**config.mk**
```make
export PLATFORM = sky130hd
export DESIGN_NAME = mask_index_gen
export DESIGN_NICKNAME = d
export VERILOG_FILES = /design/src/rtl/mask_index_gen.sv
export SDC_FILE = /design/constraint.sdc
export NUM_CORES = 1
export LEC_CHECK = 0
export ABC_AREA = 1
export BUFFER_PORTS_ARGS = -buffer_cell sky130_fd_sc_hd__buf_2
export CAP_MARGIN = 20
export CORE_ASPECT_RATIO = 1.1
export CORE_MARGIN = 4
export CORE_UTILIZATION = 30
export DETAILED_ROUTE_END_ITERATION = 10
export PLACE_DENSITY = 0.47
export SYNTH_ARGS = -nofsm -noshare
export SYNTH_HDL_FRONTEND = slang
export SYNTH_SLANG_ARGS = --single-unit
```
**constraint.sdc**
```tcl
create_clock -name clk -period 6.3 [get_ports clk]
set_clock_uncertainty 0.15 [all_clocks]
set_input_delay 0.63 -clock clk [delete_from_list [all_inputs] [get_ports clk]]
set_output_delay 0.63 -clock clk [all_outputs]
set_load 0.01 [all_outputs]
```
**src/rtl/mask_index_gen.sv**
```systemverilog
// -----------------------------------------------------------------------------
// mask_index_gen
//
// Walks the set bits of a matched nonzero mask (o_mask) in ascending order.
// For each set bit it emits the bit position plus the compressed offsets into
// the activation and weight streams. Those offsets are the number of set bits
// in i_mask / w_mask below that position.
//
// Flow: IDLE accepts a mask set (mask_taken pulse). SCAN then emits one index
// per idx_valid & idx_ready handshake. DONE pulses done for one cycle and the
// FSM returns to IDLE.
//
// Ports
//   clk         rising-edge clock
//   reset       asynchronous, active-low reset
//   o_mask      AND of activation and weight nonzero masks
//   i_mask      activation nonzero mask
//   w_mask      weight nonzero mask
//   mask_valid  upstream masks valid
//   mask_taken  one-cycle acceptance pulse to upstream
//   idx_valid   idx_pos / i_addr / w_addr / idx_last valid
//   idx_ready   consumer accepts the current index
//   idx_pos     bit position of the current matched pair
//   i_addr      popcount(i_mask below idx_pos)
//   w_addr      popcount(w_mask below idx_pos)
//   idx_last    current index is the final set bit
//   done        one-cycle pulse at the end of each mask
//   pair_count  popcount of the last accepted o_mask
//   state       FSM state: IDLE=00, SCAN=01, DONE=10
// -----------------------------------------------------------------------------
module mask_index_gen #(
    parameter int LENGTH = 32,
    parameter int IDXW   = $clog2(LENGTH)
) (
    input  logic              clk,
    input  logic              reset,
    input  logic [LENGTH-1:0] o_mask,
    input  logic [LENGTH-1:0] i_mask,
    input  logic [LENGTH-1:0] w_mask,
    input  logic              mask_valid,
    output logic              mask_taken,
    output logic              idx_valid,
    input  logic              idx_ready,
    output logic [IDXW-1:0]   idx_pos,
    output logic [IDXW-1:0]   i_addr,
    output logic [IDXW-1:0]   w_addr,
    output logic              idx_last,
    output logic              done,
    output logic [IDXW:0]     pair_count,
    output logic [1:0]        state
);

    localparam logic [1:0] ST_IDLE = 2'b00;
    localparam logic [1:0] ST_SCAN = 2'b01;
    localparam logic [1:0] ST_DONE = 2'b10;

    logic [1:0]        state_reg;
    logic [1:0]        state_next;
    logic [LENGTH-1:0] rem_reg;         // o_mask bits not yet emitted
    logic [LENGTH-1:0] i_mask_reg;
    logic [LENGTH-1:0] w_mask_reg;
    logic [IDXW:0]     pair_count_reg;

    logic              accept;
    logic              handshake;
    logic              in_scan;
    logic              last_bit;
    logic [LENGTH-1:0] low_onehot;
    logic [LENGTH-1:0] below_mask;
    logic [IDXW:0]     pos_cnt;
    logic [IDXW:0]     i_cnt;
    logic [IDXW:0]     w_cnt;

    function automatic logic [IDXW:0] popcnt(input logic [LENGTH-1:0] v);
        logic [IDXW:0] c;
        c = '0;
        for (int k = 0; k < LENGTH; k++) begin
            c = c + (IDXW+1)'(v[k]);
        end
        return c;
    endfunction

    assign in_scan   = (state_reg == ST_SCAN);
    assign accept    = (state_reg == ST_IDLE) && mask_valid;
    assign handshake = in_scan && idx_ready;

    // Isolate the lowest remaining set bit. Every bit below it forms a mask
    // whose popcount is the position, and whose AND with i/w gives the offsets.
    assign low_onehot = rem_reg & (~rem_reg + LENGTH'(1));
    assign below_mask = low_onehot - LENGTH'(1);
    assign pos_cnt    = popcnt(below_mask);
    assign i_cnt      = popcnt(i_mask_reg & below_mask);
    assign w_cnt      = popcnt(w_mask_reg & below_mask);

    // Exactly one bit remains when clearing the lowest one leaves nothing.
    assign last_bit   = (rem_reg != '0) && ((rem_reg & (rem_reg - LENGTH'(1))) == '0);

    // State register
    always_ff @(posedge clk or negedge reset) begin
        if (!reset) begin
            state_reg <= ST_IDLE;
        end else begin
            state_reg <= state_next;
        end
    end

    // Next-state logic
    always_comb begin
        state_next = state_reg;
        case (state_reg)
            ST_IDLE: begin
                if (mask_valid) begin
                    state_next = (o_mask != '0) ? ST_SCAN : ST_DONE;
                end
            end
            ST_SCAN: begin
                if (idx_ready && last_bit) begin
                    state_next = ST_DONE;
                end
            end
            ST_DONE: state_next = ST_IDLE;
            default: state_next = ST_IDLE;
        endcase
    end

    // Mask and count registers
    always_ff @(posedge clk or negedge reset) begin
        if (!reset) begin
            rem_reg        <= '0;
            i_mask_reg     <= '0;
            w_mask_reg     <= '0;
            pair_count_reg <= '0;
        end else if (accept) begin
            rem_reg        <= o_mask;
            i_mask_reg     <= i_mask;
            w_mask_reg     <= w_mask;
            pair_count_reg <= popcnt(o_mask);
        end else if (handshake) begin
            rem_reg        <= rem_reg & (rem_reg - LENGTH'(1));
        end
    end

    // Output logic. mask_taken is qualified with reset so that it stays low
    // while reset is held, even though the FSM then reads as IDLE.
    always_comb begin
        mask_taken = accept && reset;
        idx_valid  = in_scan;
        done       = (state_reg == ST_DONE);
        idx_last   = in_scan && last_bit;
        idx_pos    = '0;
        i_addr     = '0;
        w_addr     = '0;
        if (in_scan) begin
            idx_pos = pos_cnt[IDXW-1:0];
            i_addr  = i_cnt[IDXW-1:0];
            w_addr  = w_cnt[IDXW-1:0];
        end
    end

    assign pair_count = pair_count_reg;
    assign state      = state_reg;

endmodule

```
==> reports/summary.txt, run 1 <==
CTS tree: done
Rel. slew slack: 48.87%
Netlist cell types: 37
Drt via density: 4.456
Mapped Area: 8451 sq um
Synth area leaders: dfrtp_1 (31%), fa_1 (23%), nand2_1 (13%)
Fin. Hold Viols: 0
DR DRC count: 0
GRT Overall Usage: 18.44%
Min-delay worst type: input port to async pin
Wire per inst: 17.36 microns
WP data arrival: 5.84 ns
Iteration count of the initial detailed-routing pass: 5
Clk pin slew, worst setup/hold paths: 0.08 ns
Dpl hpwl: 23430 microns
Global-route met1 utilization: 26.69%
Fin crit share: 105.1%
Gr ovfl total: 0
Setup crit end kind: output pin
Io pins: 127
CP Launch Type: flop
PD cells: 428.6 nW/um^2
GRT busiest layer: met2
Static Leak: 5.836 nW
Minimum clock period: 6.624 ns
Post-synth top area share: 30.80%
Vias in the first global route: 7502
Die W: 168.0 microns
Hold_ws: 0.1310 ns
Core Rows: 64
Met3 Usage GRT: 2.151%
Largest net degree at the start of global routing: 75
Syn avg cell area: 8.126 sq um
Critical path class: flop to output pin
Synth async-reset ratio: 100.0%
First-pass GRT wire length: 43610 microns
Yosys warns: 0
Final Max Tran Viols: 0
Initial antenna violation count: 0
Required time of the critical path: 5.52 ns
Num CTS Buffers: 9
Post-route setup TNS: -1.864 ns
H-tree level count: 3
Failing checks: negative setup slack
Synth cell count leaders: nand2_1 (284), inv_1 (203), nor2_1 (110)
Fmax: 151.0 MHz
Clk Latency, worst-skew pair: 0.36 ns
PortBufs: 126
CP max FO: 4
Final WL: 28030 microns
ANT cells: 0
Sequential share of the synthesized area: 30.80%
Synth Instances: 1040
Clock buffer depth: 2
Antenna Violating Nets Remaining: 0
# hold bufs at CTS: 0
Final Worst Setup Slack: -0.3237 ns
CTS root buf: clkbuf_16
Status: finished with violations
# setup viols final: 11
Post-synth EDFFs: 0
DIE HEIGHT: 184.0 microns
Final Util: 38.38%
Area grow syn2layout: 26.21%
DR iter-0 viols: 390
VDD IR max: 0.0001741 V
Number of max-cap violations: 0
Die ar.: 30920 sq um
Ratio of cells with drive above 1 in the final layout: 27.40%
DR vias: 7196
Worst R2R Setup Slack: 3.26 ns
Core area: 27790 sq um
RePlAce Congestion: 0.9221
Nets: 1471
Power Total: 0.004571 W
Clock sink count: 104
Placed Cells: 1588
Synthesized net count: 1264
Worst-margin pin slew: 0.7669 ns
Starting Density: 30.41%
Most common cell in the synthesized netlist: nand2_1
RSZ-0062 raised after global routing: yes
Yosys top cell by area: dfrtp_1
Layout Cells excl Fill: 1615
Top FF cell, synth: dfrtp_1
Grt met2 use: 30.16%
Seq cells post-synth: 104
## cell families (layout without fill, tap and decap cells)
group                    after synthesis  in the layout  synth area share [%]
flip-flops                           104            104                 30.80
buffers and inverters                235            447                 10.44
AND/OR/NAND/NOR                      454            454                 23.38
XOR/XNOR                               8              8                0.8292
AO/OA/AOI/OAI                        115            115                 7.758
adder cells (fa/ha/maj)              124            124                 26.80
## critical path: stages (launching register included)
cell,delay (ns)
dfrtp_1,0.41
nor2_4,0.18
nand2_4,0.09
nor2_8,0.15
nand2_4,0.08
inv_2,0.06
nand2_2,0.06
buf_6,0.12
fa_1,0.54
inv_2,0.04
fa_1,0.51
inv_2,0.04
fa_1,0.50
inv_2,0.04
fa_2,0.52
fa_1,0.43
fa_1,0.45
ha_2,0.21
fa_2,0.34
nand2_1,0.07
inv_1,0.04
nor2_1,0.08
nor2_1,0.04
nor2_1,0.12
xor2_1,0.16
nor2_1,0.05
buf_2,0.15
## cell type report
cell class	instances	area (sq um)
tap	363	454.2
multi-input combinational	701	5161
fill	2974	17120
clock buffer	9	225.2
sequential	104	2603
clock inverter	7	60.06
inverter	212	795.8
timing repair buffer	219	1366
## power by group
| part | internal (W) | total, W | switching [W] | leakage, nW |
|---|---|---|---|---|
| clock network | 0.000276 | 0.000552 | 0.000277 | 0.137 |
| registers | 0.000977 | 0.00118 | 0.000199 | 1.30 |
| logic | 0.00113 | 0.00284 | 0.00171 | 4.40 |
| total | 0.00239 | 0.00457 | 0.00219 | 5.84 |
## cell usage in the layout (no fill, tap or decap), drive strengths merged
cell	instances
a221o	1
clkinv	4
nand3	12
a22o	6
o21a	2
o2bb2ai	2
nand4	3
nand2	299
o221ai	2
a21o	1
nand3b	2
a31oi	4
ha	29
a221oi	2
a21oi	16
nor3	6
xor2	6
buf	219
fa	95
dfrtp	104
xnor2	2
clkbuf	9
a32o	1
inv	214
nor3b	1
o22ai	7
clkinvlp	1
o21ai	71
nor4	4
nor2	127
## stage by stage
| stage | cell area (sq um) | setup WS (ns) |
|---|---|---|
| finish | 10670 | -0.3237 |
| floorplan | 8451 | 0.05914 |
| global placement | 10080 | -0.08261 |
| detailed placement | 10080 | -0.1275 |
| global route | 10670 | -0.5877 |
| CTS | 10570 | -0.3742 |
## routing by layer
layer	share of wire [%]	wire, microns
met5	0	0
met1	48	13420
met3	3.3	932
met2	48	13350
met4	1.1	320
## repair_timing
action | in CTS | in global routing
resized for setup | 41 | 37
buffers inserted | 10 | 2
pin swaps | 43 | 30
setup endpoints to repair | 12 | 13
## worst paths after layout
path / endpoint / startpoint / depth (start not counted)
hold / removal: pair_count[3] / reset / 1
hold reg to reg: pair_count[3] / pair_count[3] / 2
max in group asynchronous: w_mask_reg[20] / reset / 2
setup reg to reg: rem_reg[27] / state[0] / 8
setup / recovery: idx_pos[4] / rem_reg[1] / 26
min in group clk: w_mask_reg[4] / w_mask[4] / 3
(Power assumes the default switching activity.)
==> run 2, diff against run 1 <==
Settings changed: CORE_UTILIZATION 30 to 53, CTS_CLUSTER_DIAMETER set to 120, PLACE_DENSITY 0.47 to 0.76.
==> reports/summary.txt, run 2 (synthesized netlist as in run 1, its figures left out) <==
Status: finished with violations
Failing checks: negative setup slack
# setup viols final: 12
Rel. slew slack: 51.00%
Io pins: 127
Hold_ws: 0.1344 ns
DR vias: 7499
PortBufs: 126
CTS root buf: clkbuf_16
Clock buffer depth: 2
Final Max Tran Viols: 0
Fin crit share: 106.7%
CP max FO: 3
DR DRC count: 0
CTS tree: done
Vias in the first global route: 7593
WP data arrival: 5.94 ns
Post-route cell area: 10660 sq um
Final Worst Setup Slack: -0.4205 ns
Largest net degree at the start of global routing: 67
Gr ovfl total: 0
Core area: 15680 sq um
Clock sink count: 104
DIE HEIGHT: 140.4 microns
Dpl hpwl: 20340 microns
Antenna Violating Nets Remaining: 0
CP Launch Type: flop
Setup crit end kind: output pin
Layout Cells excl Fill: 1456
Worst-margin pin slew: 0.7350 ns
Iteration count of the initial detailed-routing pass: 5
Register area: 2603 sq um
Die W: 128.4 microns
Sequential share of power: 25.0%
Clk pin slew, worst setup/hold paths: 0.07 ns
GRT Overall Usage: 29.09%
Post-DP Area: 9746 sq um
NetSw: 0.002189 W
Number of max-cap violations: 0
Minimum clock period: 6.721 ns
Comb power frac: 61.5%
Multi-input logic area: 5254 sq um
Wire per inst: 17.64 microns
Commonest non-fill, non-tap cells in the layout: nand2_1 (267), inv_1 (182), buf_2 (125), dfrtp_1 (104), nor2_1 (88)
Critical path class: flop to output pin
CP dominant cell by count: fa_2
# hold bufs at CTS: 0
Core Rows: 48
Nets: 1475
Static Leak: 5.922 nW
Final WL: 25690 microns
VDD IR max: 0.0004641 V
Worst path slowest cell: fa_2
Peak per-stage delay on the critical path: 0.56 ns
Critical path buffers and inverters: 4
Initial antenna violation count: 0
R2R depth: 6
Area grow syn2layout: 26.10%
Min-delay worst type: input port to async pin
Most common cell after layout, fill and taps aside: nand2_1
Switch share: 46.45%
ANT cells: 0
Top delay family on crit path: adder cells
Place WS: -0.1150 ns
Crit-path cells: nor2_4 > nand2_4 > nor2_8 > nand2_4 > buf_12 > nor2_4 > buf_6 > nand2_2 > fa_1 > fa_2 > fa_2 > fa_1 > fa_2 > fa_1 > inv_2 > ha_4 > fa_2 > nand2_1 > nand2_1 > a21oi_2 > xor2_1 > nor2_1 > buf_2
Post-route setup TNS: -2.298 ns
Fin. Hold Viols: 0
Clock power frac: 13.4%
Int Pwr: 0.002524 W
PD cells: 442.2 nW/um^2
Num CTS Buffers: 9
CP Depth: 23
Placed Cells: 1409
First-pass GRT wire length: 39990 microns
Fillcell total: 1272
DR iter-0 viols: 460
Required time of the critical path: 5.52 ns
Die ar.: 18030 sq um
RSZ-0062 raised after global routing: yes
RePlAce Congestion: 0.9749
Clk Latency, worst-skew pair: 0.36 ns
Starting Density: 53.91%
H-tree level count: 3
Drt via density: 5.150
Fmax: 148.8 MHz
Ratio of cells with drive above 1 in the final layout: 29.38%
run 2: power groups by stage:
stage	clock, W	combinational [W]	sequential, W
after floorplan	0	0.00178	0.00114
after global placement	0	0.00260	0.00116
after detailed placement	0	0.00265	0.00117
after CTS	0.000639	0.00273	0.00117
after global routing	0.000662	0.00326	0.00121
final	0.000632	0.00290	0.00118
run 2: repair_timing:
action	4_1_cts	5_1_grt
setup endpoints to repair	12	12
setup buffers	16	15
pin swaps	51	38
resized for setup	49	68
run 2: layout make-up:
class | count | share of cell area [%]
flip-flops and latches | 104 | 24.42
multi-input cells | 701 | 49.30
clock buffers | 12 | 2.407
well taps | 200 | 2.348
clock inverters | 4 | 0.7162
repair buffers | 223 | 13.31
inverters | 212 | 7.491
run 2: path summary, 6_finish.rpt:
| check | to | startpoint | slack, ns |
|---|---|---|---|
| min in group clk | i_mask_reg[24] | i_mask[24] | 0.31 |
| min reg2reg | i_mask_reg[22] | i_mask_reg[22] | 0.34 |
| max in group asynchronous | w_mask_reg[8] | reset | 4.68 |
| min | pair_count[5] | reset | 0.13 |
| max reg2reg | rem_reg[7] | state[1] | 3.36 |
| max | w_addr[4] | rem_reg[2] | -0.42 |
run 2: per-stage QoR:
stage,power [W],utilization (%)
4_1_cts,0.004536,66.04
5_1_grt,0.005132,67.98
2_1_floorplan,0.002922,-
3_3_place_gp,0.003761,62.17
3_5_place_dp,0.003813,62.17
6_report,0.004713,67.98
run 2: routing by layer:
layer	GRT usage, %	up-vias	wire (microns)
met5	0	-	0
met4	9.888	0	772
met3	5.873	54	1843
met2	46.26	297	12390
met1	39.98	3603	10680
li1	-	3545	-
run 2: worst register-to-register path, stage by stage, from the launching register on:
cell	delay (ns)
dfrtp_1	0.42
nor2_1	0.25
nand2_2	0.46
nand2_1	0.69
inv_1	0.45
o21ai_0	0.29
o21ai_0	0.11
==> run 3, diff against run 2 <==
Settings changed: CORE_UTILIZATION 53 to 57, PLACE_DENSITY 0.76 to 0.78.
Clock period 6.3 ns to 7.5 ns, I/O delays scaled along.
==> reports/summary.txt, run 3 (synthesized netlist as in run 1, its figures left out) <==
Multi-input logic area: 4977 sq um
CTS tree: done
DIE HEIGHT: 135.7 microns
Fillcell total: 1284
Register area: 2604 sq um
CP Launch Type: flop
Final Worst Setup Slack: 0.2399 ns
# setup viols final: 0
Final WL: 23490 microns
Iteration count of the initial detailed-routing pass: 6
Area grow syn2layout: 13.61%
Largest net degree at the start of global routing: 98
Most common cell after layout, fill and taps aside: nand2_1
CP max FO: 6
Clock sink count: 104
RePlAce Congestion: 0.9970
GRT busiest layer: met2
Global-route met1 utilization: 41.69%
Status: finished clean
DR vias: 7062
First-pass GRT wire length: 37560 microns
Die W: 124.1 microns
Minimum clock period: 7.260 ns
Fmax: 137.7 MHz
Num CTS Buffers: 9
Final Max Tran Viols: 0
Antenna Violating Nets Remaining: 0
Io pins: 127
WP data arrival: 6.36 ns
VDD IR max: 0.0003395 V
Fin. Hold Viols: 0
PD cells: 368.4 nW/um^2
DR DRC count: 0
Clk pin slew, worst setup/hold paths: 0.07 ns
Dpl hpwl: 18930 microns
H-tree level count: 3
Initial antenna violation count: 0
Nets: 1384
Place WS: 0.6116 ns
Die ar.: 16840 sq um
Hold_ws: 0.2914 ns
Clock buffer depth: 2
Core area: 14500 sq um
PortBufs: 126
Starting Density: 58.26%
DR iter-0 viols: 625
Setup crit end kind: output pin
Fin crit share: 96.80%
Min-delay worst type: input port to async pin
CTS root buf: clkbuf_16
Wire per inst: 17.31 microns
Static Leak: 5.436 nW
Clk Latency, worst-skew pair: 0.36 ns
Drt via density: 5.204
ANT cells: 0
Final Util: 66.19%
Met3 Usage GRT: 5.931%
Grt met2 use: 47.45%
GRT Overall Usage: 29.92%
Rel. slew slack: 39.77%
Critical path class: flop to output pin
Core Rows: 46
Number of max-cap violations: 0
Post-route setup TNS: 0 ns
Vias in the first global route: 7170
Commonest non-fill, non-tap cells in the layout: nand2_1 (283), inv_1 (202), buf_2 (125), nor2_1 (110), dfrtp_1 (103)
Worst-margin pin slew: 0.9034 ns
Ratio of cells with drive above 1 in the final layout: 16.74%
Required time of the critical path: 6.60 ns
Gr ovfl total: 0
[run 3: path summary, 6_finish.rpt]
check / start / end / slack, ns / cells after the start
worst max-delay path: rem_reg[0] / w_addr[4] / 0.24 / 23
worst max register to register: state[1] / rem_reg[7] / 3.95 / 6
max in group asynchronous: reset / rem_reg[0] / 5.74 / 2
worst min register to register: i_mask_reg[16] / i_mask_reg[16] / 0.34 / 2
worst min-delay path: reset / pair_count[3] / 0.29 / 1
min in group clk: i_mask_reg[16] / i_mask_reg[16] / 0.34 / 2
[run 3: critical path, stage by stage, from the launching register on]
cell	delay [ns]
dfrtp_2	0.46
nor2_4	0.23
nand2_4	0.12
nor2_8	0.19
nand2_4	0.10
inv_2	0.09
nand2_1	0.12
inv_1	0.13
nand2_1	0.09
fa_1	0.50
fa_1	0.52
fa_1	0.58
fa_1	0.45
fa_1	0.51
fa_1	0.54
inv_1	0.04
ha_1	0.22
fa_1	0.42
nand2_1	0.09
nand2_1	0.06
a21oi_2	0.14
xor2_1	0.19
nor2_1	0.05
buf_2	0.15
[run 3: power breakdown]
group / internal [W] / switching, W / total [W]
registers: 0.000822 / 0.000190 / 0.00101
logic: 0.000750 / 0.00128 / 0.00203
clock network: 0.000271 / 0.000228 / 0.000499
total: 0.00184 / 0.00169 / 0.00354
[run 3: layer usage]
metal	up-vias	share of wire, %
met5	-	0
met4	0	2.9
met3	49	7.5
met2	289	47
met1	3360	42
li1	3364	-
[run 3: area by class of cell]
type	count	area share (%)
clock buffers	11	2.528
flip-flops and latches	104	27.12
clock inverters	5	0.6516
multi-input cells	701	51.84
repair buffers	132	7.064
well taps	192	2.502
inverters	212	8.289
[run 3: what timing repair did]
item,4_1_cts,5_1_grt
setup buffers,0,3
hold buffers,0,0
resized for setup,0,4
setup endpoints to repair,0,2
[run 3: through the flow]
stage / cells / power [W] / cell area, sq um
CTS: 1354 / 0.003537 / 9568
global route: 1357 / 0.003903 / 9600
detailed placement: 1338 / 0.003029 / 9263
floorplan: 1040 / 0.002455 / 8451
global placement: 1338 / 0.002990 / 9263
finish: 1357 / 0.003537 / 9600
